--- config.mk ---
export PLATFORM = sky130hd
export DESIGN_NAME = pipeline_hazard_ctrl_flat
export DESIGN_NICKNAME = d
export VERILOG_FILES = /design/src/rtl/pipeline_hazard_ctrl_if.sv /design/src/rtl/pipeline_hazard_ctrl.sv /design/src/flat_wrapper.sv
export SDC_FILE = /design/constraint.sdc
export NUM_CORES = 1
export LEC_CHECK = 0
export BUFFER_PORTS_ARGS = -buffer_cell sky130_fd_sc_hd__buf_2
export CAP_MARGIN = 10
export CORE_MARGIN = 8
export CORE_UTILIZATION = 30
export DETAILED_ROUTE_END_ITERATION = 8
export GPL_ROUTABILITY_DRIVEN = 0
export PLACE_DENSITY_LB_ADDON = 0.08
export SKIP_LAST_GASP = 1
export SYNTH_ARGS = -nofsm -noshare
export SYNTH_HDL_FRONTEND = slang
export SYNTH_SLANG_ARGS = --single-unit
--- constraint.sdc ---
create_clock -name clk -period 2.95 [get_ports clk]
set_clock_uncertainty 0.1 [all_clocks]
set_input_delay 0.295 -clock clk [delete_from_list [all_inputs] [get_ports clk]]
set_output_delay 0.295 -clock clk [all_outputs]
set_load 0.005 [all_outputs]
--- src/rtl/pipeline_hazard_ctrl_if.sv ---
// Signal bundle between the pipeline datapath and pipeline_hazard_ctrl.
//   master : datapath side. Drives the ID-stage fields and the EX status, and reads the controls.
//   slave  : the hazard controller itself.
// ID fields  : id_valid, id_rs1/2, id_use_rs1/2, id_rd, id_reg_write, id_mem_read
// EX status  : ex_branch_taken, ex_busy
// Controls   : pc_write, ifid_write, ifid_flush, idex_hold, idex_bubble, exmem_bubble,
//              fwd_a/b, id_bypass_a/b
// Counters   : stall_cnt, flush_cnt
interface pipeline_hazard_ctrl_if #(
  parameter int REG_AW = 5,
  parameter int FWD_W  = 3,
  parameter int CNT_W  = 16
);
  logic              id_valid;
  logic [REG_AW-1:0] id_rs1;
  logic [REG_AW-1:0] id_rs2;
  logic              id_use_rs1;
  logic              id_use_rs2;
  logic [REG_AW-1:0] id_rd;
  logic              id_reg_write;
  logic              id_mem_read;
  logic              ex_branch_taken;
  logic              ex_busy;
  logic              pc_write;
  logic              ifid_write;
  logic              ifid_flush;
  logic              idex_hold;
  logic              idex_bubble;
  logic              exmem_bubble;
  logic [FWD_W-1:0]  fwd_a;
  logic [FWD_W-1:0]  fwd_b;
  logic              id_bypass_a;
  logic              id_bypass_b;
  logic [CNT_W-1:0]  stall_cnt;
  logic [CNT_W-1:0]  flush_cnt;

  modport master (
    output id_valid, id_rs1, id_rs2, id_use_rs1, id_use_rs2, id_rd, id_reg_write, id_mem_read,
           ex_branch_taken, ex_busy,
    input  pc_write, ifid_write, ifid_flush, idex_hold, idex_bubble, exmem_bubble,
           fwd_a, fwd_b, id_bypass_a, id_bypass_b, stall_cnt, flush_cnt
  );

  modport slave (
    input  id_valid, id_rs1, id_rs2, id_use_rs1, id_use_rs2, id_rd, id_reg_write, id_mem_read,
           ex_branch_taken, ex_busy,
    output pc_write, ifid_write, ifid_flush, idex_hold, idex_bubble, exmem_bubble,
           fwd_a, fwd_b, id_bypass_a, id_bypass_b, stall_cnt, flush_cnt
  );
endinterface

--- src/rtl/pipeline_hazard_ctrl.sv ---
// Pipeline sequencing unit. It keeps a scoreboard that shadows the post-ID pipeline
// registers, where idx0 is ID/EX and idx DEPTH-1 is MEM/WB. From that scoreboard it derives
// the stall, flush and bubble controls, the EX forwarding selects and the ID write-back
// bypass. It also counts stall and flush cycles in saturating counters.
// Ports:
//   clk : rising-edge clock.
//   rst : asynchronous, active-low reset.
//   hz  : slave side of pipeline_hazard_ctrl_if. Its parameters must match the parameters of
//         this module.
// Cycle modes, in priority order:
//   busy     | multi-cycle op in idx0. The front end and idx0 are frozen and idx1 is bubbled.
//   flush    | taken branch in idx0. IF/ID and ID/EX are squashed.
//   load_use | ID needs a load result that cannot be forwarded yet. ID/EX is bubbled.
//   normal   | everything advances.
module pipeline_hazard_ctrl #(
  parameter int REG_AW       = 5,
  parameter int DEPTH        = 3,
  parameter int LOAD_FWD_IDX = 2,
  parameter int FWD_W        = 3,
  parameter int CNT_W        = 16
) (
  input logic                  clk,
  input logic                  rst,
  pipeline_hazard_ctrl_if.slave hz
);

  typedef struct packed {
    logic              valid;
    logic [REG_AW-1:0] rd;
    logic              reg_write;
    logic              mem_read;
    logic [REG_AW-1:0] rs1;
    logic [REG_AW-1:0] rs2;
    logic              use_rs1;
    logic              use_rs2;
  } entry_t;

  entry_t [DEPTH-1:0] sb_q, sb_d;
  logic   [CNT_W-1:0] stall_cnt_q, stall_cnt_d;
  logic   [CNT_W-1:0] flush_cnt_q, flush_cnt_d;

  logic [DEPTH-1:0] live;
  logic             load_use;
  logic             busy;
  logic             flush;
  logic             lu_stall;

  // The youngest matching producer wins. If that producer is a load that is still too young
  // to forward, the select falls back to the register value; the load-use stall prevents
  // this case from occurring.
  function automatic logic [FWD_W-1:0] fwd_sel(input logic [REG_AW-1:0] rs,
                                               input logic [DEPTH-1:0]  lv,
                                               input entry_t [DEPTH-1:0] sb);
    logic [FWD_W-1:0] sel;
    logic             young_load;
    sel        = '0;
    young_load = 1'b0;
    for (int k = DEPTH - 1; k >= 1; k--) begin
      if (lv[k] && (sb[k].rd == rs)) begin
        sel        = FWD_W'(k);
        young_load = (k < LOAD_FWD_IDX) && sb[k].mem_read;
      end
    end
    return young_load ? '0 : sel;
  endfunction

  always_comb begin
    live     = '0;
    load_use = 1'b0;
    for (int k = 0; k < DEPTH; k++) begin
      live[k] = sb_q[k].valid && sb_q[k].reg_write && (sb_q[k].rd != '0);
    end
    for (int j = 0; j < DEPTH; j++) begin
      if ((j + 1 < LOAD_FWD_IDX) && live[j] && sb_q[j].mem_read) begin
        if ((hz.id_valid && hz.id_use_rs1 && (hz.id_rs1 == sb_q[j].rd)) ||
            (hz.id_valid && hz.id_use_rs2 && (hz.id_rs2 == sb_q[j].rd))) begin
          load_use = 1'b1;
        end
      end
    end
    busy     = hz.ex_busy && sb_q[0].valid;
    flush    = hz.ex_branch_taken && sb_q[0].valid && !busy;
    lu_stall = load_use && !busy && !flush;
  end

  always_comb begin
    hz.pc_write     = 1'b1;
    hz.ifid_write   = 1'b1;
    hz.ifid_flush   = 1'b0;
    hz.idex_hold    = 1'b0;
    hz.idex_bubble  = 1'b0;
    hz.exmem_bubble = 1'b0;
    if (busy) begin
      hz.pc_write     = 1'b0;
      hz.ifid_write   = 1'b0;
      hz.idex_hold    = 1'b1;
      hz.exmem_bubble = 1'b1;
    end else if (flush) begin
      hz.ifid_flush  = 1'b1;
      hz.idex_bubble = 1'b1;
    end else if (lu_stall) begin
      hz.pc_write    = 1'b0;
      hz.ifid_write  = 1'b0;
      hz.idex_bubble = 1'b1;
    end

    hz.fwd_a = (sb_q[0].valid && sb_q[0].use_rs1) ? fwd_sel(sb_q[0].rs1, live, sb_q) : '0;
    hz.fwd_b = (sb_q[0].valid && sb_q[0].use_rs2) ? fwd_sel(sb_q[0].rs2, live, sb_q) : '0;

    hz.id_bypass_a = hz.id_valid && hz.id_use_rs1 && live[DEPTH-1] &&
                     (sb_q[DEPTH-1].rd == hz.id_rs1);
    hz.id_bypass_b = hz.id_valid && hz.id_use_rs2 && live[DEPTH-1] &&
                     (sb_q[DEPTH-1].rd == hz.id_rs2);
  end

  always_comb begin
    sb_d = sb_q;
    for (int k = 1; k < DEPTH; k++) begin
      sb_d[k] = sb_q[k-1];
    end
    if (busy) begin
      sb_d[0] = sb_q[0];
      sb_d[1] = '0;
    end else if (flush || lu_stall) begin
      sb_d[0] = '0;
    end else begin
      sb_d[0].valid     = hz.id_valid;
      sb_d[0].rd        = hz.id_rd;
      sb_d[0].reg_write = hz.id_reg_write;
      sb_d[0].mem_read  = hz.id_mem_read;
      sb_d[0].rs1       = hz.id_rs1;
      sb_d[0].rs2       = hz.id_rs2;
      sb_d[0].use_rs1   = hz.id_use_rs1;
      sb_d[0].use_rs2   = hz.id_use_rs2;
    end

    stall_cnt_d = stall_cnt_q;
    flush_cnt_d = flush_cnt_q;
    if ((busy || lu_stall) && (stall_cnt_q != '1)) stall_cnt_d = stall_cnt_q + CNT_W'(1);
    if (flush && (flush_cnt_q != '1))              flush_cnt_d = flush_cnt_q + CNT_W'(1);
  end

  always_ff @(posedge clk or negedge rst) begin
    if (!rst) begin
      sb_q        <= '0;
      stall_cnt_q <= '0;
      flush_cnt_q <= '0;
    end else begin
      sb_q        <= sb_d;
      stall_cnt_q <= stall_cnt_d;
      flush_cnt_q <= flush_cnt_d;
    end
  end

  assign hz.stall_cnt = stall_cnt_q;
  assign hz.flush_cnt = flush_cnt_q;

endmodule

--- src/flat_wrapper.sv ---
// flat-port wrapper written by rule: the top's interface ports become plain ports
module pipeline_hazard_ctrl_flat 
#(
  parameter int REG_AW       = 5,
  parameter int DEPTH        = 3,
  parameter int LOAD_FWD_IDX = 2,
  parameter int FWD_W        = 3,
  parameter int CNT_W        = 16
)
  (clk, rst, hz_id_valid, hz_id_rs1, hz_id_rs2, hz_id_use_rs1, hz_id_use_rs2, hz_id_rd, hz_id_reg_write, hz_id_mem_read, hz_ex_branch_taken, hz_ex_busy, hz_pc_write, hz_ifid_write, hz_ifid_flush, hz_idex_hold, hz_idex_bubble, hz_exmem_bubble, hz_fwd_a, hz_fwd_b, hz_id_bypass_a, hz_id_bypass_b, hz_stall_cnt, hz_flush_cnt);
  pipeline_hazard_ctrl_if #(.REG_AW(REG_AW), .FWD_W(FWD_W), .CNT_W(CNT_W)) hz_i ();
  input logic clk;
  input logic rst;
  input wire logic [$bits(hz_i.id_valid)-1:0] hz_id_valid;
  input wire logic [$bits(hz_i.id_rs1)-1:0] hz_id_rs1;
  input wire logic [$bits(hz_i.id_rs2)-1:0] hz_id_rs2;
  input wire logic [$bits(hz_i.id_use_rs1)-1:0] hz_id_use_rs1;
  input wire logic [$bits(hz_i.id_use_rs2)-1:0] hz_id_use_rs2;
  input wire logic [$bits(hz_i.id_rd)-1:0] hz_id_rd;
  input wire logic [$bits(hz_i.id_reg_write)-1:0] hz_id_reg_write;
  input wire logic [$bits(hz_i.id_mem_read)-1:0] hz_id_mem_read;
  input wire logic [$bits(hz_i.ex_branch_taken)-1:0] hz_ex_branch_taken;
  input wire logic [$bits(hz_i.ex_busy)-1:0] hz_ex_busy;
  output wire logic [$bits(hz_i.pc_write)-1:0] hz_pc_write;
  output wire logic [$bits(hz_i.ifid_write)-1:0] hz_ifid_write;
  output wire logic [$bits(hz_i.ifid_flush)-1:0] hz_ifid_flush;
  output wire logic [$bits(hz_i.idex_hold)-1:0] hz_idex_hold;
  output wire logic [$bits(hz_i.idex_bubble)-1:0] hz_idex_bubble;
  output wire logic [$bits(hz_i.exmem_bubble)-1:0] hz_exmem_bubble;
  output wire logic [$bits(hz_i.fwd_a)-1:0] hz_fwd_a;
  output wire logic [$bits(hz_i.fwd_b)-1:0] hz_fwd_b;
  output wire logic [$bits(hz_i.id_bypass_a)-1:0] hz_id_bypass_a;
  output wire logic [$bits(hz_i.id_bypass_b)-1:0] hz_id_bypass_b;
  output wire logic [$bits(hz_i.stall_cnt)-1:0] hz_stall_cnt;
  output wire logic [$bits(hz_i.flush_cnt)-1:0] hz_flush_cnt;
  assign hz_i.id_valid = hz_id_valid;
  assign hz_i.id_rs1 = hz_id_rs1;
  assign hz_i.id_rs2 = hz_id_rs2;
  assign hz_i.id_use_rs1 = hz_id_use_rs1;
  assign hz_i.id_use_rs2 = hz_id_use_rs2;
  assign hz_i.id_rd = hz_id_rd;
  assign hz_i.id_reg_write = hz_id_reg_write;
  assign hz_i.id_mem_read = hz_id_mem_read;
  assign hz_i.ex_branch_taken = hz_ex_branch_taken;
  assign hz_i.ex_busy = hz_ex_busy;
  assign hz_pc_write = hz_i.pc_write;
  assign hz_ifid_write = hz_i.ifid_write;
  assign hz_ifid_flush = hz_i.ifid_flush;
  assign hz_idex_hold = hz_i.idex_hold;
  assign hz_idex_bubble = hz_i.idex_bubble;
  assign hz_exmem_bubble = hz_i.exmem_bubble;
  assign hz_fwd_a = hz_i.fwd_a;
  assign hz_fwd_b = hz_i.fwd_b;
  assign hz_id_bypass_a = hz_i.id_bypass_a;
  assign hz_id_bypass_b = hz_i.id_bypass_b;
  assign hz_stall_cnt = hz_i.stall_cnt;
  assign hz_flush_cnt = hz_i.flush_cnt;
  pipeline_hazard_ctrl #(.REG_AW(REG_AW), .DEPTH(DEPTH), .LOAD_FWD_IDX(LOAD_FWD_IDX), .FWD_W(FWD_W), .CNT_W(CNT_W)) u_core (.clk(clk), .rst(rst), .hz(hz_i));
endmodule
======== Word-level counts from Yosys, hierarchy flattened ========
Index checks and enable logic that the tools add are counted.
storage, ports and cells
  word-level logic and storage cells ...... 88
  input bits .............................. 24
  register bits after elaboration ......... 67
  output and inout port bits .............. 46
operators by class
  reductions and logical operators ........ 36
  add/subtract/negate cells ............... 2
  mux-type cells .......................... 23
  equality and inequality tests ........... 10
operators with widths
  cell                                                              count
  5-bit equality test                                               8
  20-bit 2-to-1 mux                                                 2
  16-bit by 1-bit adder with 16-bit output (second input constant)  2
  16-bit inequality test (second input constant)                    2
  1-bit logical AND                                                 28
  5-bit nonzero test                                                3
  1-bit 2-to-1 mux                                                  13
  2-bit 2-to-1 mux                                                  6
  3-bit 2-to-1 mux                                                  2
  1-bit logical OR                                                  3
  1-bit zero test                                                   2

======== Longest topological paths before layout ========
  word-level depth ........................ 10
  mapped depth ............................ 8
  depth with buffers taken out ............ 7

======== Worst setup path after synthesis ========
Ideal clock, no wire load.
  path kind ............................... flip-flop to flip-flop
  start point ............................. register u_core.stall_cnt_q[0], in the netlist u_core.hz.stall_cnt[0]
  end point ............................... register u_core.stall_cnt_q[1], in the netlist u_core.hz.stall_cnt[1]
  cell stages (with the launch flop) ...... 8
  setup slack ............................. 769 ps
  buffers on the path ..................... 1
  arrival time ............................ 1953 ps
  clock period less this slack ............ 2181 ps
  required time ........................... 2723 ps
  library setup time ...................... 127 ps
  cell sequence ........................... dfrtp_1 -> ha_1 -> nand4_1 -> or4_1 -> and3_4 -> a21oi_4 -> buf_6 -> mux2_1
between the ends
  word-level cells in the longest chain between the ends .. 2
  elaborated cells between the ends (all ways) .. 3
  those cells by class .................... add/sub: 1; eq/ne: 1; reduce/logical: 1
RTL lines
  what                                                                              line                         text
  start, declared                                                                   pipeline_hazard_ctrl.sv:39   logic [CNT_W-1:0] stall_cnt_q, stall_cnt_d;
  start signal, assigned                                                            pipeline_hazard_ctrl.sv:150  stall_cnt_q <= stall_cnt_d;
  branches (longest 2 deep; another with 16-bit by 1-bit adder with 16-bit output)  --
Parallel ways; which one is timed is not known.
A chain may end at the register's enable or synchronous reset.

======== Final worst setup path ========
  start point ............................. register u_core.sb_q[15] in the netlist's numbering
  end point ............................... output hz_idex_bubble
between the ends
  word-level cells in the longest chain between the ends .. 10
  elaborated cells between the ends (all ways) .. 15
  those cells by class .................... eq/ne: 2; mux: 5; reduce/logical: 8
RTL lines
  what                                    line                                                    text
  start, declared                         pipeline_hazard_ctrl.sv:38                              entry_t [DEPTH-1:0] sb_q, sb_d;
  start signal, assigned                  pipeline_hazard_ctrl.sv:145                             sb_q <= '0;
  start signal, assigned                  pipeline_hazard_ctrl.sv:149                             sb_q <= sb_d;
  5-bit equality test (on tied branches)  pipeline_hazard_ctrl.sv:75, pipeline_hazard_ctrl.sv:76
  1-bit logical AND (on tied branches)    pipeline_hazard_ctrl.sv:75, pipeline_hazard_ctrl.sv:76
  1-bit logical OR                        pipeline_hazard_ctrl.sv:75                              if ((hz.id_valid && hz.id_use_rs1 && (hz.id_rs1 == sb_q[j].rd)) ||
  1-bit 2-to-1 mux                        pipeline_hazard_ctrl.sv:75
  1-bit 2-to-1 mux (*)                    pipeline_hazard_ctrl.sv:74                              if ((j + 1 < LOAD_FWD_IDX) && live[j] && sb_q[j].mem_read) begin
  1-bit logical AND (*) (2 in a row)      pipeline_hazard_ctrl.sv:83                              lu_stall = load_use && !busy && !flush;
  1-bit 2-to-1 mux (*)                    pipeline_hazard_ctrl.sv:101                             end else if (lu_stall) begin
  1-bit 2-to-1 mux (*)                    pipeline_hazard_ctrl.sv:98                              end else if (flush) begin
  1-bit 2-to-1 mux (*)                    pipeline_hazard_ctrl.sv:93                              if (busy) begin
  end, declared                           flat_wrapper.sv:28                                      output wire logic [$bits(hz_i.idex_bubble)-1:0] hz_idex_bubble;
Every way passes the cells marked *; elsewhere a longest branch is shown, timed or not.

==> impl_metrics.env <==
export IMPL_ys_warn_count=0
export IMPL_dp_cells=532
export IMPL_p_int_uw=2020
export IMPL_drtPass1Iterations=4
export IMPL_clk_pin_slew_ns=0.07
export IMPL_cp_data_arrival_time_ns=2.11
export IMPL_ant_nets=0
export IMPL_drc=0
export IMPL_diodes=0
export IMPL_initial_core_util_pct=30.6
export IMPL_dieArea_sq_um=14700
export IMPL_cp_required_ns=2.56
export IMPL_antenna_found_initial=0
export IMPL_yosys_top_cells_area="dfrtp_1 50%, xnor2_1 9.0%, xor2_1 9.0%"
export IMPL_cts_tree="built"
export IMPL_rows=38
export IMPL_cp_end_kind="primary output"
export IMPL_hold_class="primary input to async pin"
export IMPL_slew_headroom_pct=41.5
export IMPL_area_growth_syn_to_layout_pct=22.9
export IMPL_die_h_um=121
export IMPL_first_global_vias=2580
export IMPL_ys_seq_area_share_pct=50.5
export IMPL_yosysMostFrequentCell="dfrtp_1"
export IMPL_ys_seq_elements=67
export IMPL_grt_pass1_wl_um=14200
export IMPL_yosys_area_top_type="dfrtp_1"
export IMPL_grt_total_usage_pct=12.5
export IMPL_wl_per_cell_um=16.2
export IMPL_syn_area_sq_um=3320
export IMPL_core_area_sq_um=10800
export IMPL_hold_viol_final=0
export IMPL_dpl_hpwl_um=6630
export IMPL_drt_iter0_drc=114
export IMPL_combPwrFrac_pct=17.4
export IMPL_gr_total_overflow=0
export IMPL_seq_power_share_pct=43.4
export IMPL_fmax_ghz=0.399
export IMPL_post_cts_resized=0
export IMPL_swShare_pct=28.0
export IMPL_fin_tns_setup_ns=0
export IMPL_syn_inst=335
export IMPL_cts_sinks=67
export IMPL_io_buffer_count=67
export IMPL_synth_edf_count=0
export IMPL_numCtsBuffers=9
export IMPL_period_share_pct=85.0
export IMPL_setup_slack_ns=0.443
export IMPL_route_vias_total=2540
export IMPL_drt_total_wl_um=8850
export IMPL_fin_crit_ns=2.51
export IMPL_p_leak_uw=0.00196
export IMPL_status="finished, final reports clean"
export IMPL_nNetsFinal=429
export IMPL_powerDensity_nw_per_um2=688
export IMPL_cap_violations=0
export IMPL_fin_cells=548
export IMPL_ys_flop_type="dfrtp_1"
export IMPL_ir_drop_mv=0.413
export IMPL_slew_viol_final=0
export IMPL_rsz0062_at_grt="false"
export IMPL_root_buffer="clkbuf_8"
export IMPL_io_pins=70
export IMPL_cts_buffer_depth=2
export IMPL_die_w_um=121
export IMPL_tightest_slew_ns=0.877
export IMPL_synthTopCellsByCount="67 x dfrtp_1, 57 x nand2_1, 34 x xnor2_1, 34 x xor2_1, 22 x a21oi_1"
export IMPL_synth_avg_cell_area_sq_um=9.92
export IMPL_cts_hold_repair_buffers=0
export IMPL_yosys_area_top_type_share_pct=50.5
export IMPL_critical_path_peak_fanout=5
export IMPL_synth_async_reset_ratio_pct=100
export IMPL_clk_latency_ns=0.34
export IMPL_worstSetupPathType="flop to primary output"
export IMPL_start_kind="flop"
export IMPL_grt_max_degree=68
export IMPL_post_cts_buffers=0
export IMPL_vias_per_cell=4.64
export IMPL_setup_violations=0
export IMPL_ys_types=36
export IMPL_dp_slack_ns=0.632
export IMPL_drive_above_1_share_pct=23.5
export IMPL_p_sw_uw=785
export IMPL_htreeDepth=3
export IMPL_pwr_share_clk_pct=39.2
==> power by group through the flow <==
stage                     registers, uW  logic, uW  clock network (uW)
final                              1220        490                1100
after global routing               1240        560                1180
after CTS                          1220        503                1130
after detailed placement           1240        501                   0
after global placement             1230        500                   0
after floorplan                    1200        309                   0
==> registers in the layout (all words and copies together), names as in the netlist <==
register	cells
u_core.sb_q	27
u_core.hz.stall_cnt	16
u_core.hz.flush_cnt	16
u_core.sb_d	8
==> layout make-up <==
type	instances	area (sq um)
Multi-Input combinational cell	246	1540
Clock buffer	9	124
Timing Repair Buffer	73	380
Inverter	6	22.5
Sequential cell	67	1680
Clock inverter	7	164
Tap cell	140	175
Fill cell	1120	6760
==> metal layers <==
layer	vias to the layer above	routed length, um	track usage (%)
met4	0	112	4.63
met5	-	0	0
met2	52	3960	18.5
li1	1256	-	-
met1	1224	4330	17.0
met3	8	452	3.58
==> logic make-up (layout without fill, tap and decap cells) <==
group           Yosys count  count (layout)  synth area share (%)
compound gates           31              31                  5.95
xor+xnor                 68              68                  17.9
fa+ha+maj                 2               2                 0.753
buf+inv                  23              95                  3.28
flops                    67              67                  50.5
mux                       2               2                 0.678
other cells               1               2                 0.113
simple gates            141             141                  20.8
==> final timing paths <==
path	end	from	cells after the start	slack [ns]
hold / removal	u_core.hz.stall_cnt[10]	rst	2	0.05
setup reg to reg	u_core.hz.stall_cnt[1]	u_core.hz.stall_cnt[0]	6	0.65
hold reg to reg	u_core.sb_q[59]	u_core.sb_d[59]	0	0.28
setup / recovery	hz_idex_bubble	u_core.sb_q[15]	6	0.44
max in group asynchronous	u_core.sb_d[56]	rst	2	2.13
min in group clk	u_core.sb_q[14]	hz_id_rd[0]	3	0.09
==> critical path, cell delays in order (launching register included) <==
cell	delay, ns
dfrtp_1	0.44
xnor2_1	0.18
nand4_1	0.10
o22ai_1	0.44
a21oi_1	0.14
nor2b_1	0.29
buf_2	0.18
==> cell usage in the layout, fill, tap and decap left out, types with 2 or more instances in the layout <==
cell type	count
nor2_1	15
and4_1	4
bufinv_16	5
nand2_1	57
nor4_1	8
dfrtp_1	67
or4_1	2
and2_1	7
a21oi_1	22
buf_4	6
xnor2_1	34
conb_1	2
nor3_1	10
clkbuf_8	9
xor2_1	34
inv_1	6
nand3_1	20
buf_2	67
nor2b_1	3
and3_1	3
ha_1	2
nand4_1	8
==> metrics by stage <==
stage,area (sq um),utilization (%),total power [uW],hold slack [ns]
floorplan,3330,-,1510,-0.101
global placement,3790,35.0,1730,0.260
detailed placement,3790,35.0,1740,0.265
CTS,4080,37.7,2860,0.0685
global route,4080,37.7,2980,0.0799
finish,4080,37.7,2810,0.0469
Power figures use the tool's default switching activity.
